===== config.mk =====
export PLATFORM = sky130hd
export DESIGN_NAME = latch_q_flat
export DESIGN_NICKNAME = d
export VERILOG_FILES = /design/src/rtl/latch_q_pkg.sv /design/src/rtl/latch_q_if.sv /design/src/rtl/latch_q_mem.sv /design/src/rtl/latch_q.sv /design/src/flat_wrapper.sv
export SDC_FILE = /design/constraint.sdc
export NUM_CORES = 1
export LEC_CHECK = 0
export ABC_AREA = 0
export BUFFER_PORTS_ARGS = -buffer_cell sky130_fd_sc_hd__buf_2
export CAP_MARGIN = 20
export CORE_MARGIN = 4
export CORE_UTILIZATION = 30
export CTS_CLUSTER_DIAMETER = 150
export CTS_CLUSTER_SIZE = 28
export DETAILED_ROUTE_END_ITERATION = 10
export GPL_TIMING_DRIVEN = 0
export SLEW_MARGIN = 20
export SYNTH_ARGS = -nofsm -noshare
export SYNTH_HDL_FRONTEND = slang
export SYNTH_SLANG_ARGS = --single-unit

===== constraint.sdc =====
create_clock -name clk -period 1.75 [get_ports clk]
set_clock_uncertainty 0.1 [all_clocks]
set_input_delay 0.0875 -clock clk [delete_from_list [all_inputs] [get_ports clk]]
set_output_delay 0.0875 -clock clk [all_outputs]
set_load 0.01 [all_outputs]

===== src/rtl/latch_q_pkg.sv =====
// latch_q_pkg: shared definitions for the latch_q holding queue.
//   DEF_SIZE / DEF_DEPTH : default word width and queue depth
//   state_t              : ready-flag state encoding (ST_EMPTY, ST_HOLD)
//   clog2()              : ceiling log2, used for pointer and counter widths
package latch_q_pkg;

    localparam int DEF_SIZE  = 8;
    localparam int DEF_DEPTH = 4;

    typedef enum logic {
        ST_EMPTY = 1'b0,
        ST_HOLD  = 1'b1
    } state_t;

    // Number of bits needed to hold values 0..value-1 (0 for value<=1).
    function automatic int clog2(input int value);
        int r;
        r = 0;
        for (int i = 0; i < 31; i++) begin
            if ((1 << i) < value) begin
                r = i + 1;
            end
        end
        return r;
    endfunction

endpackage


===== src/rtl/latch_q_if.sv =====
// latch_q_if: producer/consumer bus of the latch_q holding queue.
//   in_b, en        : capture data and strobe (producer -> queue)
//   out_b, rdyq     : head word and head-valid flag (queue -> consumer)
//   ack             : consumer pop
//   full, count     : occupancy status
//   ovf, ovf_clr    : sticky overflow flag and its clear
// master modport is the user side, slave modport is the queue itself.
interface latch_q_if
    import latch_q_pkg::*;
#(
    parameter int SIZE  = DEF_SIZE,
    parameter int DEPTH = DEF_DEPTH
) ();

    localparam int CW = clog2(DEPTH + 1);

    logic [SIZE-1:0] in_b;
    logic            en;
    logic [SIZE-1:0] out_b;
    logic            rdyq;
    logic            ack;
    logic            full;
    logic [CW-1:0]   count;
    logic            ovf;
    logic            ovf_clr;

    modport master (
        output in_b, en, ack, ovf_clr,
        input  out_b, rdyq, full, count, ovf
    );

    modport slave (
        input  in_b, en, ack, ovf_clr,
        output out_b, rdyq, full, count, ovf
    );

endinterface


===== src/rtl/latch_q_mem.sv =====
// latch_q_mem: DEPTH x SIZE register array for the holding queue.
//   clk, reset : clock and synchronous active-high reset (clears every entry)
//   we, waddr, wdata : clock-enabled write port
//   raddr, rdata     : asynchronous read port
module latch_q_mem #(
    parameter int SIZE  = 8,
    parameter int DEPTH = 4,
    parameter int PW    = 2
) (
    input  logic            clk,
    input  logic            reset,
    input  logic            we,
    input  logic [PW-1:0]   waddr,
    input  logic [SIZE-1:0] wdata,
    input  logic [PW-1:0]   raddr,
    output logic [SIZE-1:0] rdata
);

    logic [SIZE-1:0] mem [DEPTH];

    always_ff @(posedge clk) begin
        if (reset) begin
            for (int i = 0; i < DEPTH; i++) begin
                mem[i] <= '0;
            end
        end else if (we) begin
            mem[waddr] <= wdata;
        end
    end

    assign rdata = mem[raddr];

endmodule


===== src/rtl/latch_q.sv =====
// latch_q: first-word-fall-through holding queue with ready flag.
//   clk   : single clock, rising edge
//   reset : synchronous, active-high
//   bus   : latch_q_if.slave (in_b/en capture, out_b/rdyq/ack head,
//           full/count occupancy, ovf/ovf_clr sticky overflow)
// Build option LATCH_Q_HOLD_LAST_EN: when empty, out_b shows the last
// popped word instead of 0.
//
// state    | meaning
// ---------+-----------------------------------------
// ST_EMPTY | no word held, rdyq=0
// ST_HOLD  | at least one word held, head on out_b, rdyq=1
module latch_q
    import latch_q_pkg::*;
#(
    parameter int SIZE  = DEF_SIZE,
    parameter int DEPTH = DEF_DEPTH
) (
    input logic       clk,
    input logic       reset,
    latch_q_if.slave  bus
);

    localparam int CW = clog2(DEPTH + 1);
    localparam int PW = clog2(DEPTH);

    state_t          state;
    state_t          state_nxt;
    logic [PW-1:0]   wr_ptr;
    logic [PW-1:0]   rd_ptr;
    logic [PW-1:0]   raddr;
    logic [CW-1:0]   count_q;
    logic [CW-1:0]   count_nxt;
    logic            full_q;
    logic            ovf_q;
    logic            rdyq;
    logic            push;
    logic            pop;
    logic            ovf_set;
    logic [SIZE-1:0] head;

    assign rdyq    = (state == ST_HOLD);
    assign pop     = bus.ack & rdyq;
    // A pop in the same cycle frees the slot, so a full queue still accepts.
    assign push    = bus.en & (~full_q | pop);
    assign ovf_set = bus.en & full_q & ~pop;

    always_comb begin
        count_nxt = count_q;
        case ({push, pop})
            2'b10:   count_nxt = count_q + CW'(1);
            2'b01:   count_nxt = count_q - CW'(1);
            default: count_nxt = count_q;
        endcase
    end

    always_comb begin
        state_nxt = state;
        case (state)
            ST_EMPTY: begin
                if (push) begin
                    state_nxt = ST_HOLD;
                end
            end
            ST_HOLD: begin
                if (pop && !push && (count_q == CW'(1))) begin
                    state_nxt = ST_EMPTY;
                end
            end
            default: state_nxt = ST_EMPTY;
        endcase
    end

    always_ff @(posedge clk) begin
        if (reset) begin
            state   <= ST_EMPTY;
            wr_ptr  <= '0;
            rd_ptr  <= '0;
            count_q <= '0;
            full_q  <= 1'b0;
            ovf_q   <= 1'b0;
        end else begin
            state   <= state_nxt;
            count_q <= count_nxt;
            full_q  <= (count_nxt == CW'(DEPTH));
            if (push) begin
                wr_ptr <= wr_ptr + PW'(1);
            end
            if (pop) begin
                rd_ptr <= rd_ptr + PW'(1);
            end
            if (ovf_set) begin
                ovf_q <= 1'b1;
            end else if (bus.ovf_clr) begin
                ovf_q <= 1'b0;
            end
        end
    end

`ifdef LATCH_Q_HOLD_LAST_EN
    // While empty, the entry just behind rd_ptr is the last popped word; it
    // cannot be overwritten until the queue has refilled past it.
    assign raddr     = rdyq ? rd_ptr : (rd_ptr - PW'(1));
    assign bus.out_b = head;
`else
    assign raddr     = rd_ptr;
    assign bus.out_b = rdyq ? head : '0;
`endif

    latch_q_mem #(
        .SIZE  (SIZE),
        .DEPTH (DEPTH),
        .PW    (PW)
    ) u_mem (
        .clk   (clk),
        .reset (reset),
        .we    (push),
        .waddr (wr_ptr),
        .wdata (bus.in_b),
        .raddr (raddr),
        .rdata (head)
    );

    assign bus.rdyq  = rdyq;
    assign bus.full  = full_q;
    assign bus.count = count_q;
    assign bus.ovf   = ovf_q;

endmodule


===== src/flat_wrapper.sv =====
// flat-port wrapper written by rule: the top's interface ports become plain ports
module latch_q_flat import latch_q_pkg::*;
#(
    parameter int SIZE  = DEF_SIZE,
    parameter int DEPTH = DEF_DEPTH
)
  (clk, reset, bus_in_b, bus_en, bus_ack, bus_ovf_clr, bus_out_b, bus_rdyq, bus_full, bus_count, bus_ovf);
  latch_q_if #(.SIZE(SIZE), .DEPTH(DEPTH)) bus_i ();
  input logic clk;
  input logic reset;
  input wire logic [$bits(bus_i.in_b)-1:0] bus_in_b;
  input wire logic [$bits(bus_i.en)-1:0] bus_en;
  input wire logic [$bits(bus_i.ack)-1:0] bus_ack;
  input wire logic [$bits(bus_i.ovf_clr)-1:0] bus_ovf_clr;
  output wire logic [$bits(bus_i.out_b)-1:0] bus_out_b;
  output wire logic [$bits(bus_i.rdyq)-1:0] bus_rdyq;
  output wire logic [$bits(bus_i.full)-1:0] bus_full;
  output wire logic [$bits(bus_i.count)-1:0] bus_count;
  output wire logic [$bits(bus_i.ovf)-1:0] bus_ovf;
  assign bus_i.in_b = bus_in_b;
  assign bus_i.en = bus_en;
  assign bus_i.ack = bus_ack;
  assign bus_i.ovf_clr = bus_ovf_clr;
  assign bus_out_b = bus_i.out_b;
  assign bus_rdyq = bus_i.rdyq;
  assign bus_full = bus_i.full;
  assign bus_count = bus_i.count;
  assign bus_ovf = bus_i.ovf;
  latch_q #(.SIZE(SIZE), .DEPTH(DEPTH)) u_core (.clk(clk), .reset(reset), .bus(bus_i));
endmodule

==> metrics.txt <==
RR Startpoint=u_core.bus.rdyq; ys flop type=edfxtp_1; area of the mapped netlist=between 2000 and 2500 µm²; Worst EP arrival=approximately 1600 ps; synthesized flop and latch total=44; ys async rst share=0; post-route cell area=around 2600 µm²; most frequent cells in the layout=40 x and2_1, 32 x edfxtp_1, 26 x buf_2; Clock Path Buffers=2; relative slew slack=0.640; clock transition at the registers of the reported paths=80 ps; Final min period=roughly 1700 ps; DR pass1 iterations=4; R2R Path End=u_core.bus.full; R2R Setup Slk=30 ps; # H-tree levels=2; Final Hold Fails=0; I/O pins=27; Via Count=between 1000 and 1500; Die Y=just over 90 µm; vias in the first global route=around 1300; initial antenna violation count=0; clock latency at the later pin of the worst-skew pair=between 200 and 300 ps; first-pass GRT wire length=about 6300 µm; final WL=4010 µm; Placer Congestion=0.785; Hold Crit Depth=2; Total GRT Usage=0.0996; FILL cells=between 600 and 700; DRC Markers=0; Post-synth EDFFs=32; startpoint types=flop; worst hold path startpoint=bus_in_b[2]; Yosys cell types=34; Synth warnings=0; global route overflow=0; Ant. Diodes=0; # rows=30; run status=finished clean; post-DP HPWL=around 2800 µm; Starting Density=0.309; via-per-instance ratio=4.61; Mapped Nets=between 150 and 200; core area=6760 µm²; final cycle utilization of the critical path=0.999; Layout Nets=between 200 and 250; dpl cell area=approximately 2300 µm²; CTS buffer count=5; Syn Inst Count=~160; Starting DRT DRC Count=25; fin. max-slew vios=0; Setup TNS Final=0 ps; final setup vio count=0; f_max=about 0.57 GHz; most common cell after layout, fill and taps aside=and2_1; CTS tree=yes; Hold Path Class=in -> reg; PD cells=roughly 900 nW/µm²; # port buffers=26; RSZ-0062 raised after global routing=true; share of cells above drive strength 1=0.338; Storage cell area=1210 µm²; Hold EP=u_core.u_mem.mem[2][2]; Lkg Pwr=a little over 0.001 µW; Avg Cell Area, Syn=approximately 13 µm²; drt wl/cell=roughly 15 µm; Slew @ Worst Pin=around 540 ps; post-route antenna net violation count=0; Worst Setup End Kind=output port; Die W=about 91 µm; die area=8350 µm²; area delta synth->final=22.4%; clk sink count=44; Worst R2R Path Depth=6; Seq/Total Area, Yosys=0.576; area of the multi-input gates=around 900 µm²; worst vdd ir=0.311 mV; required time of the critical path=around 1600 ps; critical path class=reg -> out; maxcap violations=0; CP Max Fanout=8; largest net degree at the start of global routing=15; Root Driver=clkbuf_8
==> logic make-up (layout without fill, tap and decap cells) <==
| group | count (synthesis) | after routing | share of synthesized area |
|---|---|---|---|
| AO/OA/AOI/OAI | 17 | 17 | 0.0546 |
| XOR/XNOR | 2 | 2 | 0.00840 |
| adder cells (fa/ha/maj) | 6 | 6 | 0.0360 |
| buffers and inverters | 14 | 50 | 0.0336 |
| flip-flops | 44 | 44 | 0.576 |
| multiplexers | 9 | 9 | 0.0912 |
| AND/OR/NAND/NOR | 67 | 67 | 0.200 |
==> layer usage <==
layer | vias to the layer above | track usage | wire [µm]
li1 | 631 | - | -
met1 | 610 | 0.114 | 1720
met2 | 21 | 0.175 | 2110
met3 | 6 | 0.0232 | 105
met4 | 0 | 0.0452 | 72
met5 | - | 0 | 0
==> synth_stat cells, drive strengths merged (2+ instances only) <==
| cell | number | share of area |
|---|---|---|
| nand3 | 2 | 0.0048 |
| edfxtp | 32 | 0.46 |
| a21oi | 2 | 0.0048 |
| and4 | 2 | 0.0096 |
| and2 | 42 | 0.13 |
| mux4 | 8 | 0.086 |
| inv | 8 | 0.014 |
| nor2b | 4 | 0.012 |
| o21ai | 7 | 0.017 |
| ha | 6 | 0.036 |
| nand2 | 4 | 0.0072 |
| xor2 | 2 | 0.0084 |
| clkbuf | 2 | 0.0036 |
| buf | 4 | 0.016 |
| nor2 | 7 | 0.013 |
| dfxtp | 12 | 0.12 |
==> power by group <==
part / internal, µW / switching (µW) / total (µW)
clock: 423 / 340 / 762
sequential: 1190 / 30.9 / 1220
combinational: 144 / 145 / 289
==> stage by stage <==
step / cells / setup slack (ps) / hold WS [ps] / power, µW / util
2_1_floorplan: 159 / -91.3 / 127 / 1410 / -
3_5_place_dp: 265 / -193 / 304 / 1500 / 0.346
5_1_grt: 275 / -59.3 / 16.7 / 2350 / 0.378
6_report: 275 / 1.36 / 0.424 / 2270 / 0.378
4_1_cts: 275 / -37.0 / 1.29 / 2280 / 0.373
3_3_place_gp: 265 / -588 / 296 / 1500 / 0.346
==> registers in the layout, indices dropped and copies added (netlist names), named ones only <==
name              count
u_core.raddr          2
u_core.wr_ptr         2
u_core.bus.rdyq       1
u_core.bus.count      3
u_core.u_mem.mem     32
u_core.bus.ovf        1
u_core.bus.full       1
==> worst max-delay path by stage <==
| stage | from | endpoint | slack, ps |
|---|---|---|---|
| 2_1_floorplan | u_core.bus.rdyq | u_core.u_mem.mem[3][0] | -90 |
| 6_report | flop | bus_out_b[5] | 1 |
| 5_1_grt | flop | bus_out_b[7] | -60 |
| 4_1_cts | flop | bus_out_b[5] | -40 |
| 3_5_place_dp | u_core.bus.rdyq | u_core.u_mem.mem[1][3] | -190 |
| 3_3_place_gp | u_core.bus.rdyq | u_core.u_mem.mem[1][3] | -590 |
==> critical path: stages, from the launching register on <==
cell and delay [ps]:
dfxtp_2 340, buf_12 140, mux4_2 500, and2_4 170
buf_6 110
==> what timing repair did <==
action                                  CTS  global route
hold endpoints to repair                  8             0
hold buffers                              3             0
endpoints found under the setup margin   43            19
resized for setup                        12            11
buffers inserted                          0             0
pin swaps                                 2             2
==> cell type report <==
type / count / area share
well taps: 80 / 0.0392
clock inverters: 3 / 0.0167
clock buffers: 5 / 0.0269
plain buffers: 5 / 0.0176
repair buffers: 29 / 0.0676
multi-input cells: 101 / 0.347
flip-flops and latches: 44 / 0.473
inverters: 8 / 0.0118
Power figures use the tool's default switching activity.
